<file path="src/rtl/aes_regfile_ctrl_if.sv">
// rtl/aes_regfile_ctrl_if.sv - decode, AES-core and register-file write-port signals of aes_regfile_ctrl
interface aes_regfile_ctrl_if;
  logic         in_aes_start;
  logic [127:0] in_cipherkey;
  logic [127:0] in_state;
  logic [127:0] out_aes_key;
  logic [127:0] out_aes_state;
  logic         out_aes_start;
  logic         in_aes_done;
  logic [127:0] in_aes_result;
  logic         in_wb_regWrite;
  logic [4:0]   in_wb_addr;
  logic [31:0]  in_wb_data;
  logic         out_regWrite;
  logic [4:0]   out_write_addr;
  logic [31:0]  out_write_data;
  logic         out_busy;
  logic         out_stall;
  logic         out_done;
  logic         out_error;

  modport slave (
    input  in_aes_start, in_cipherkey, in_state, in_aes_done, in_aes_result,
           in_wb_regWrite, in_wb_addr, in_wb_data,
    output out_aes_key, out_aes_state, out_aes_start, out_regWrite, out_write_addr,
           out_write_data, out_busy, out_stall, out_done, out_error
  );

  modport master (
    output in_aes_start, in_cipherkey, in_state, in_aes_done, in_aes_result,
           in_wb_regWrite, in_wb_addr, in_wb_data,
    input  out_aes_key, out_aes_state, out_aes_start, out_regWrite, out_write_addr,
           out_write_data, out_busy, out_stall, out_done, out_error
  );
endinterface

</file>
<file path="src/rtl/aes_regfile_ctrl.sv">
// rtl/aes_regfile_ctrl.sv - sequences one AES-128 op between regfile and core; optional WAIT watchdog under AES_TIMEOUT_EN
module aes_regfile_ctrl #(
  parameter int unsigned RESULT_BASE = 20
`ifdef AES_TIMEOUT_EN
  ,
  parameter int unsigned TIMEOUT_CYCLES = 64
`endif
) (
  input logic               in_clk,
  input logic               in_rst,
  aes_regfile_ctrl_if.slave bus
);

  typedef enum logic [2:0] {
    S_IDLE,
    S_LAUNCH,
    S_WAIT,
    S_WRITE,
    S_DONE
  } state_t;

  localparam logic [4:0] BASE = 5'(RESULT_BASE);

  state_t       state_q;
  logic [1:0]   idx_q;
  logic [127:0] key_q;
  logic [127:0] st_q;
  logic [127:0] result_q;
  logic         start_q;
  logic         done_q;

`ifdef AES_TIMEOUT_EN
  localparam int unsigned CNT_W = ($clog2(TIMEOUT_CYCLES + 1) > 8) ? $clog2(TIMEOUT_CYCLES + 1) : 8;
  localparam logic [CNT_W-1:0] CNT_LAST = CNT_W'(TIMEOUT_CYCLES - 1);
  logic [CNT_W-1:0] cnt_q;
  logic             err_q;
`endif

  logic        wb_pending;
  logic        res_wr;
  logic [31:0] res_word;

  // Address-0 pipeline writes are harmless, so they never stall the result drain.
  assign wb_pending = bus.in_wb_regWrite && (bus.in_wb_addr != 5'd0);
  assign res_wr     = (state_q == S_WRITE) && !wb_pending && !in_rst;

  always_comb begin
    res_word = result_q[127:96];
    case (idx_q)
      2'd0:    res_word = result_q[127:96];
      2'd1:    res_word = result_q[95:64];
      2'd2:    res_word = result_q[63:32];
      default: res_word = result_q[31:0];
    endcase
  end

  always_ff @(posedge in_clk) begin
    if (in_rst) begin
      state_q  <= S_IDLE;
      idx_q    <= 2'd0;
      key_q    <= '0;
      st_q     <= '0;
      result_q <= '0;
      start_q  <= 1'b0;
      done_q   <= 1'b0;
`ifdef AES_TIMEOUT_EN
      cnt_q    <= '0;
      err_q    <= 1'b0;
`endif
    end else begin
      start_q <= 1'b0;
      done_q  <= 1'b0;
`ifdef AES_TIMEOUT_EN
      err_q   <= 1'b0;
`endif
      case (state_q)
        S_IDLE: begin
          if (bus.in_aes_start) begin
            key_q   <= bus.in_cipherkey;
            st_q    <= bus.in_state;
            start_q <= 1'b1;
            state_q <= S_LAUNCH;
          end
        end
        S_LAUNCH: begin
          state_q <= S_WAIT;
`ifdef AES_TIMEOUT_EN
          cnt_q   <= '0;
`endif
        end
        S_WAIT: begin
          if (bus.in_aes_done) begin
            result_q <= bus.in_aes_result;
            idx_q    <= 2'd0;
            state_q  <= S_WRITE;
          end
`ifdef AES_TIMEOUT_EN
          else if (cnt_q == CNT_LAST) begin
            state_q <= S_DONE;
            done_q  <= 1'b1;
            err_q   <= 1'b1;
          end else begin
            cnt_q <= cnt_q + 1'b1;
          end
`endif
        end
        S_WRITE: begin
          if (!wb_pending) begin
            idx_q <= idx_q + 2'd1;
            if (idx_q == 2'd3) begin
              state_q <= S_DONE;
              done_q  <= 1'b1;
            end
          end
        end
        S_DONE: begin
          state_q <= S_IDLE;
        end
        default: begin
          state_q <= S_IDLE;
        end
      endcase
    end
  end

  assign bus.out_aes_key    = key_q;
  assign bus.out_aes_state  = st_q;
  assign bus.out_aes_start  = start_q;
  assign bus.out_done       = done_q;
  assign bus.out_busy       = (state_q != S_IDLE);
  assign bus.out_stall      = (state_q != S_IDLE) && bus.in_aes_start;
  assign bus.out_regWrite   = res_wr ? 1'b1 : bus.in_wb_regWrite;
  assign bus.out_write_addr = res_wr ? (BASE + {3'b000, idx_q}) : bus.in_wb_addr;
  assign bus.out_write_data = res_wr ? res_word : bus.in_wb_data;
`ifdef AES_TIMEOUT_EN
  assign bus.out_error      = err_q;
`else
  assign bus.out_error      = 1'b0;
`endif

endmodule

</file>
<file path="src/flat_wrapper.sv">
// flat-port wrapper written by rule: the top's interface ports become plain ports
module aes_regfile_ctrl_flat 
#(
  parameter int unsigned RESULT_BASE = 20

)
  (in_clk, in_rst, bus_in_aes_start, bus_in_cipherkey, bus_in_state, bus_in_aes_done, bus_in_aes_result, bus_in_wb_regWrite, bus_in_wb_addr, bus_in_wb_data, bus_out_aes_key, bus_out_aes_state, bus_out_aes_start, bus_out_regWrite, bus_out_write_addr, bus_out_write_data, bus_out_busy, bus_out_stall, bus_out_done, bus_out_error);
  aes_regfile_ctrl_if bus_i ();
  input logic in_clk;
  input logic in_rst;
  input wire logic [$bits(bus_i.in_aes_start)-1:0] bus_in_aes_start;
  input wire logic [$bits(bus_i.in_cipherkey)-1:0] bus_in_cipherkey;
  input wire logic [$bits(bus_i.in_state)-1:0] bus_in_state;
  input wire logic [$bits(bus_i.in_aes_done)-1:0] bus_in_aes_done;
  input wire logic [$bits(bus_i.in_aes_result)-1:0] bus_in_aes_result;
  input wire logic [$bits(bus_i.in_wb_regWrite)-1:0] bus_in_wb_regWrite;
  input wire logic [$bits(bus_i.in_wb_addr)-1:0] bus_in_wb_addr;
  input wire logic [$bits(bus_i.in_wb_data)-1:0] bus_in_wb_data;
  output wire logic [$bits(bus_i.out_aes_key)-1:0] bus_out_aes_key;
  output wire logic [$bits(bus_i.out_aes_state)-1:0] bus_out_aes_state;
  output wire logic [$bits(bus_i.out_aes_start)-1:0] bus_out_aes_start;
  output wire logic [$bits(bus_i.out_regWrite)-1:0] bus_out_regWrite;
  output wire logic [$bits(bus_i.out_write_addr)-1:0] bus_out_write_addr;
  output wire logic [$bits(bus_i.out_write_data)-1:0] bus_out_write_data;
  output wire logic [$bits(bus_i.out_busy)-1:0] bus_out_busy;
  output wire logic [$bits(bus_i.out_stall)-1:0] bus_out_stall;
  output wire logic [$bits(bus_i.out_done)-1:0] bus_out_done;
  output wire logic [$bits(bus_i.out_error)-1:0] bus_out_error;
  assign bus_i.in_aes_start = bus_in_aes_start;
  assign bus_i.in_cipherkey = bus_in_cipherkey;
  assign bus_i.in_state = bus_in_state;
  assign bus_i.in_aes_done = bus_in_aes_done;
  assign bus_i.in_aes_result = bus_in_aes_result;
  assign bus_i.in_wb_regWrite = bus_in_wb_regWrite;
  assign bus_i.in_wb_addr = bus_in_wb_addr;
  assign bus_i.in_wb_data = bus_in_wb_data;
  assign bus_out_aes_key = bus_i.out_aes_key;
  assign bus_out_aes_state = bus_i.out_aes_state;
  assign bus_out_aes_start = bus_i.out_aes_start;
  assign bus_out_regWrite = bus_i.out_regWrite;
  assign bus_out_write_addr = bus_i.out_write_addr;
  assign bus_out_write_data = bus_i.out_write_data;
  assign bus_out_busy = bus_i.out_busy;
  assign bus_out_stall = bus_i.out_stall;
  assign bus_out_done = bus_i.out_done;
  assign bus_out_error = bus_i.out_error;
  aes_regfile_ctrl #(.RESULT_BASE(RESULT_BASE)) u_core (.in_clk(in_clk), .in_rst(in_rst), .bus(bus_i));
endmodule
</file>
<file path="config.mk">
export PLATFORM = sky130hd
export DESIGN_NAME = aes_regfile_ctrl_flat
export DESIGN_NICKNAME = d
export VERILOG_FILES = /design/src/rtl/aes_regfile_ctrl_if.sv /design/src/rtl/aes_regfile_ctrl.sv /design/src/flat_wrapper.sv
export SDC_FILE = /design/constraint.sdc
export NUM_CORES = 1
export LEC_CHECK = 0
export BUFFER_PORTS_ARGS = -buffer_cell sky130_fd_sc_hd__buf_4
export CORE_AREA = 2 2 282 284
export DETAILED_ROUTE_END_ITERATION = 10
export DIE_AREA = 0 0 284 286
export SYNTH_ARGS = -nofsm -noshare
export SYNTH_HDL_FRONTEND = slang
export SYNTH_SLANG_ARGS = --single-unit
</file>
<file path="constraint.sdc">
create_clock -name in_clk -period 1.8 [get_ports in_clk]
set_input_delay 0.09 -clock in_clk [delete_from_list [all_inputs] [get_ports in_clk]]
set_output_delay 0.09 -clock in_clk [all_outputs]
set_load 0.02 [all_outputs]
</file>
# [Word level (Yosys, flattened, before mapping)]
# Cells that the tools add are included.
[op_classes] shifts=0 div=0 n_mul=0 eq_ne=10 n_bitwise=2 n_lt_le_gt_ge=0 mux=14 n_reduce_logical=17 n_addsub=2
[ops] cell="32-bit case mux with 3 select lines" count=1
[ops] cell="32-bit 2-to-1 mux" count=1
[ops] cell="3-bit 2-to-1 mux" count=4
[ops] cell="3-bit case mux with 4 select lines" count=1
[ops] cell="2-bit inequality test, second input constant" count=4
[ops] cell="3-bit by 2-bit == test with 1-bit output, second input constant" count=2
[ops] cell="5-bit by 2-bit adder with 5-bit output, first input constant" count=1
[ops] cell="5-bit 2-to-1 mux" count=1
[ops] cell="5-bit nonzero test" count=1
[ops] cell="2-bit == test, second input constant" count=2
[ops] cell="1-bit logical AND" count=4
[ops] cell="2-bit 2-to-1 mux" count=2
[ops] cell="2-bit case mux with 2 select lines" count=1
[ops] cell="2-bit AND reduction" count=2
[ops] cell="4-bit AND reduction" count=1
[ops] cell="3-bit by 1-bit == test with 1-bit output, second input constant" count=1
[ops] cell="3-bit logical NOT" count=1
[ops] cell="1-bit 2-to-1 mux" count=3
[ops] cell="3-bit AND reduction" count=1
[ops] cell="3-bit nonzero test" count=1
[ops] cell="3-bit OR reduction" count=1
[ops] cell="2-bit by 1-bit adder with 2-bit output, second input constant" count=1
[ops] cell="2-bit by 1-bit == test with 1-bit output, second input constant" count=1
[ops] cell="1-bit logical NOT" count=2
[ops] cell="4 further kinds" count=5
[word_totals] reg_bits=391 n_memories=0 ramBits=0 rom_bits=0 output_inout_bits=299 latch_bits=0 inputBits=426

# [Logic depth before layout (Yosys ltp)]
[depth] word_depth=6 ltp_mapped=8 mapped_depth_nobuf=5

# [Worst setup path after synthesis]
# OpenSTA, ideal clock, no wires.
[synth_timing] kind="flip-flop to output port" from="register u_core.idx_q[0]" to="output bus_out_write_data[22]" arrival_ns=1.645 required_ns=1.710 slack_ns=0.065 path_buffers=2 stages_incl_launch_ff=7 cell_sequence="dfxtp_1 ha_1 clkbuf_1 clkbuf_1 a21oi_1 a221oi_1 a22o_1"
[synth_via] elab_chain_cells=3 elab_cells_between_ends=5 cone_classes="eq/ne (2); mux (2); reduce/logical (1)"
[synth_rtl] element="start, declared" line_no="aes_regfile_ctrl.sv:25" source="logic [1:0] idx_q;"
[synth_rtl] element="start signal, assigned" line_no="aes_regfile_ctrl.sv:109" source="idx_q <= idx_q + 2'd1;"
[synth_rtl] element="2-bit == test, or another cell as far along" line_no="aes_regfile_ctrl.sv:49" source="case (idx_q)"
[synth_rtl] element="32-bit case mux with 3 select lines *" line_no="aes_regfile_ctrl.sv:49"
[synth_rtl] element="32-bit 2-to-1 mux *" line_no="aes_regfile_ctrl.sv:134" source="assign bus.out_write_data = res_wr ? res_word : bus.in_wb_data;"
[synth_rtl] element="end, declared" line_no="flat_wrapper.sv:24" source="output wire logic [$bits(bus_i.out_write_data)-1:0] bus_out_write_data;"
# Every way passes the cells marked *; elsewhere a longest branch is shown, timed or not.

# [Worst setup path in the final report]
[layout_timing] from="register u_core.idx_q[1]" to="output bus_out_write_data[12]"
# Same word-level chain as after synthesis.

==> flow_metrics.py <==
metrics = {
    "run_status": {
        "outcome": "finished, violations left",
        "violations": "negative setup slack",
    },
    "timing": {
        "period_needed_ps": 2380,
        "rsz0062_at_grt": "true",
        "slew-limit-headroom": 0.244,
        "final-setup-viol-count": 39,
        "fmax_mhz": 419,
        "hold_violations": 0,
        "worst_pin_slew_ps": 1130,
        "skew_ps": 15.2,
        "worst_hold_slack_ps": 56.9,
        "fin_tns_setup_ps": -15690,
        "slew_violations": 0,
        "timing.final.ws_setup_ps": -584,
        "fin_crit_sh": 1.32,
    },
    "finish": {
        "instances_no_fill": 4151,
        "nFillCells": 7716,
        "final_cell_mix": "nand2_1 (760), buf_4 (752), dlygate4sd3_1 (386), dfxtp_1 (386), a21oi_1 (377)",
        "final_area_sq_um": 29300,
        "area_delta_synth_final_pct": 98.9,
        "postLayoutCoreUtil": 0.374,
        "drive_above_1_share": 0.349,
        "final_common_cell": "nand2_1",
        "fin_nets": 3495,
    },
    "cts": {
        "cts_tree": "built",
        "clk_path_buf_depth": 3,
        "clk_pin_slew_worst_paths_ps": 60,
        "numCtsBuffers": 46,
        "worstSkewPairLatency_ps": 570,
        "clkSinkCount": 391,
        "cts_root_buffer": "clkbuf_16",
        "htreeDepth": 2,
    },
    "detailed_routing": {
        "firstDrtPassIters": 5,
        "finalWirelength_microns": 76800,
        "viasPerCell": 4.34,
        "drtIter0Drc": 1014,
        "via_count": 18000,
        "drc": 0,
        "wl_per_cell_microns": 18.5,
        "antenna_left": 0,
    },
    "placed_design": {
        "postPlaceCellArea_sq_um": 21900,
        "routabilityCongestion": 0.861,
        "hpwlAfterDp_microns": 47700,
        "dpl_worst_slack_ps": -324,
        "placed_cells": 3613,
        "port_buffers": 723,
    },
    "synth": {
        "synthDistinctLibCells": 31,
        "synth.ff_latch_count": 391,
        "synthesis.nets": 2338,
        "yosysWarningCount": 0,
        "avgSynthCellArea_sq_um": 7.73,
        "synth_area_sq_um": 14700,
        "ys_seq_area_frac": 0.531,
        "synth_cells": 1908,
    },
    "setup_path": {
        "cp.arrival_ps": 2290,
        "cp_slowest_stage_delay_ps": 400,
        "reg2reg_to": "u_core.state_q[1]$_SDFFE_PP0P_",
        "r2r_start": "u_core.idx_q[1]$_SDFFE_PP0P_",
        "crit_required_ps": 1710,
        "r2r_cells": 9,
        "endpoint_kind": "output pin",
        "cp_common_cell": "buf_6",
        "start_kind": "flop",
        "cp-startpoint": "u_core.idx_q[1]$_SDFFE_PP0P_",
        "worstSetupPathType": "reg -> out",
        "cpMaxStageDelayCell": "a221oi_4",
        "ff2ff_setup_slack_ps": -20,
        "crit_path_cell_trace": "buf_6 > ha_4 > buf_8 > buf_16 > a221oi_4 > a22o_1 > buf_6",
        "critPathMaxFanout": 7,
        "endpoint": "bus_out_write_data[12]",
    },
    "global_route": {
        "overflow": 0,
        "grt_usage": 0.166,
        "antenna_found_initial": 11,
        "grt_pass1_wl_microns": 106000,
        "grt_start_max_net_pins": 165,
        "grt_pass1_vias": 17800,
    },
    "power_and_ir_drop": {
        "power_per_cell_area_nw_per_um2": 904,
        "power_leakage_nw": 12.0,
        "ir_worst_vdd_mv": 0.843,
        "power_mw": 26.5,
    },
    "floorplanning": {
        "start_util": 0.188,
        "die_w_microns": 284,
        "num_rows": 103,
        "fp.dieH_microns": 286,
        "die_area_sq_um": 81200,
        "coreArea_sq_um": 78400,
        "io_pins": 725,
    },
    "min_path": {
        "hold_path_class": "in -> reg",
    },
    "run": {
        "cap_violations": 0,
    },
}
## Yosys cell counts
| master | n | share of area |
|---|---|---|
| dfxtp_1 | 391 | 0.53 |
| nor3_1 | 1 | 0.00034 |
| nand3_2 | 1 | 0.00068 |
| a22oi_1 | 32 | 0.016 |
| nor3_2 | 1 | 0.00068 |
| a22o_1 | 32 | 0.019 |
| nand2_1 | 771 | 0.20 |
| nand2b_1 | 4 | 0.0017 |
| o21ai_2 | 1 | 0.00059 |
| o41ai_1 | 1 | 0.00059 |
| o21ai_0 | 5 | 0.0017 |
| buf_2 | 37 | 0.013 |
| or3_1 | 2 | 0.00085 |
| clkbuf_1 | 102 | 0.026 |
| buf_6 | 3 | 0.0023 |
| a2111oi_0 | 2 | 0.0012 |
| buf_4 | 15 | 0.0076 |
| a21o_1 | 1 | 0.00051 |
| or4_1 | 1 | 0.00051 |
| inv_1 | 37 | 0.0094 |
| o21a_1 | 2 | 0.0010 |
| a311o_1 | 1 | 0.00068 |
| nor2_1 | 4 | 0.0010 |
| and2_0 | 1 | 0.00042 |
| ha_1 | 4 | 0.0034 |
| a41o_1 | 2 | 0.0014 |
| a21oi_1 | 417 | 0.14 |
| conb_1 | 1 | 0.00025 |
| nor2b_1 | 2 | 0.00085 |
| a221oi_1 | 33 | 0.020 |
| buf_1 | 1 | 0.00025 |
## layer usage
metal  track usage  part of all wire  vias to the layer above
met4        0.0729             0.047                       14
met2         0.283              0.47                      792
met5             0            0.0012                        -
met3        0.0490             0.079                      175
li1              -                 -                     8622
met1         0.194              0.40                     8412
## worst max-delay path, delay by kind of cell (launching register included)
kind | cells | cell delay (ps)
fa+ha+maj | 1 | 200
compound gates | 2 | 620
buf+inv | 4 | 550
flops | 1 | 360
## how the worst min path moves through the flow
stage | start | depth (start not counted) | endpoint | slack [ps]
floorplan | bus_in_aes_result[0] | 2 | u_core.result_q[0]$_SDFFE_PP0P_ | 230
global placement | bus_in_aes_result[88] | 3 | u_core.result_q[88]$_SDFFE_PP0P_ | 340
detailed placement | bus_in_cipherkey[111] | 3 | u_core.bus.out_aes_key[111]$_SDFFE_PP0P_ | 340
CTS | in_rst | 4 | u_core.bus.out_aes_key[0]$_SDFFE_PP0P_ | 20
global route | in_rst | 4 | u_core.bus.out_aes_state[120]$_SDFFE_PP0P_ | 40
finish | in_rst | 4 | u_core.bus.out_aes_state[120]$_SDFFE_PP0P_ | 60
## report_power, final
group          internal, mW  leakage [nW]  switching, mW
sequential             9.44          3.20          0.452
combinational          3.51          8.12           3.83
clock                  5.39         0.728           3.88
## timing repair
action	4_1_cts	5_1_grt
pin swaps	45	45
setup buffers	15	29
hold endpoints to repair	387	0
gates resized for setup	129	102
cloned	10	16
hold buffers	387	0
endpoints found under the setup margin	38	186
## final cells by class
class | count | area [sq um] | share of cell area
Antenna cell | 3 | 7.51 | 0.000256
Clock buffer | 64 | 1320 | 0.0450
Clock inverter | 17 | 148 | 0.00504
Inverter | 37 | 144 | 0.00491
Multi-Input combinational cell | 1322 | 6800 | 0.232
Sequential cell | 391 | 7840 | 0.267
Tap cell | 1050 | 1310 | 0.0448
Timing Repair Buffer | 1267 | 11800 | 0.401
## cells by family (layout without fill, tap and decap cells)
family / after synthesis / after routing / share of synthesized area
AOI/OAI and AO/OA: 529 / 529 / 0.204
adders and majority gates: 4 / 4 / 0.00339
and+or+nand+nor: 788 / 788 / 0.203
other: 1 / 4 / 0.000254
DFF: 391 / 391 / 0.531
buffers and inverters: 195 / 1385 / 0.0581
## registers in the layout (all words and copies together) (netlist names)
name,flops
u_core.state_q,3
u_core.bus.out_aes_state,128
u_core.bus.out_done,1
u_core.result_q,128
u_core.bus.out_aes_start,1
u_core.idx_q,2
u_core.bus.out_aes_key,128
Note: power is estimated with default switching activity, not from simulation.
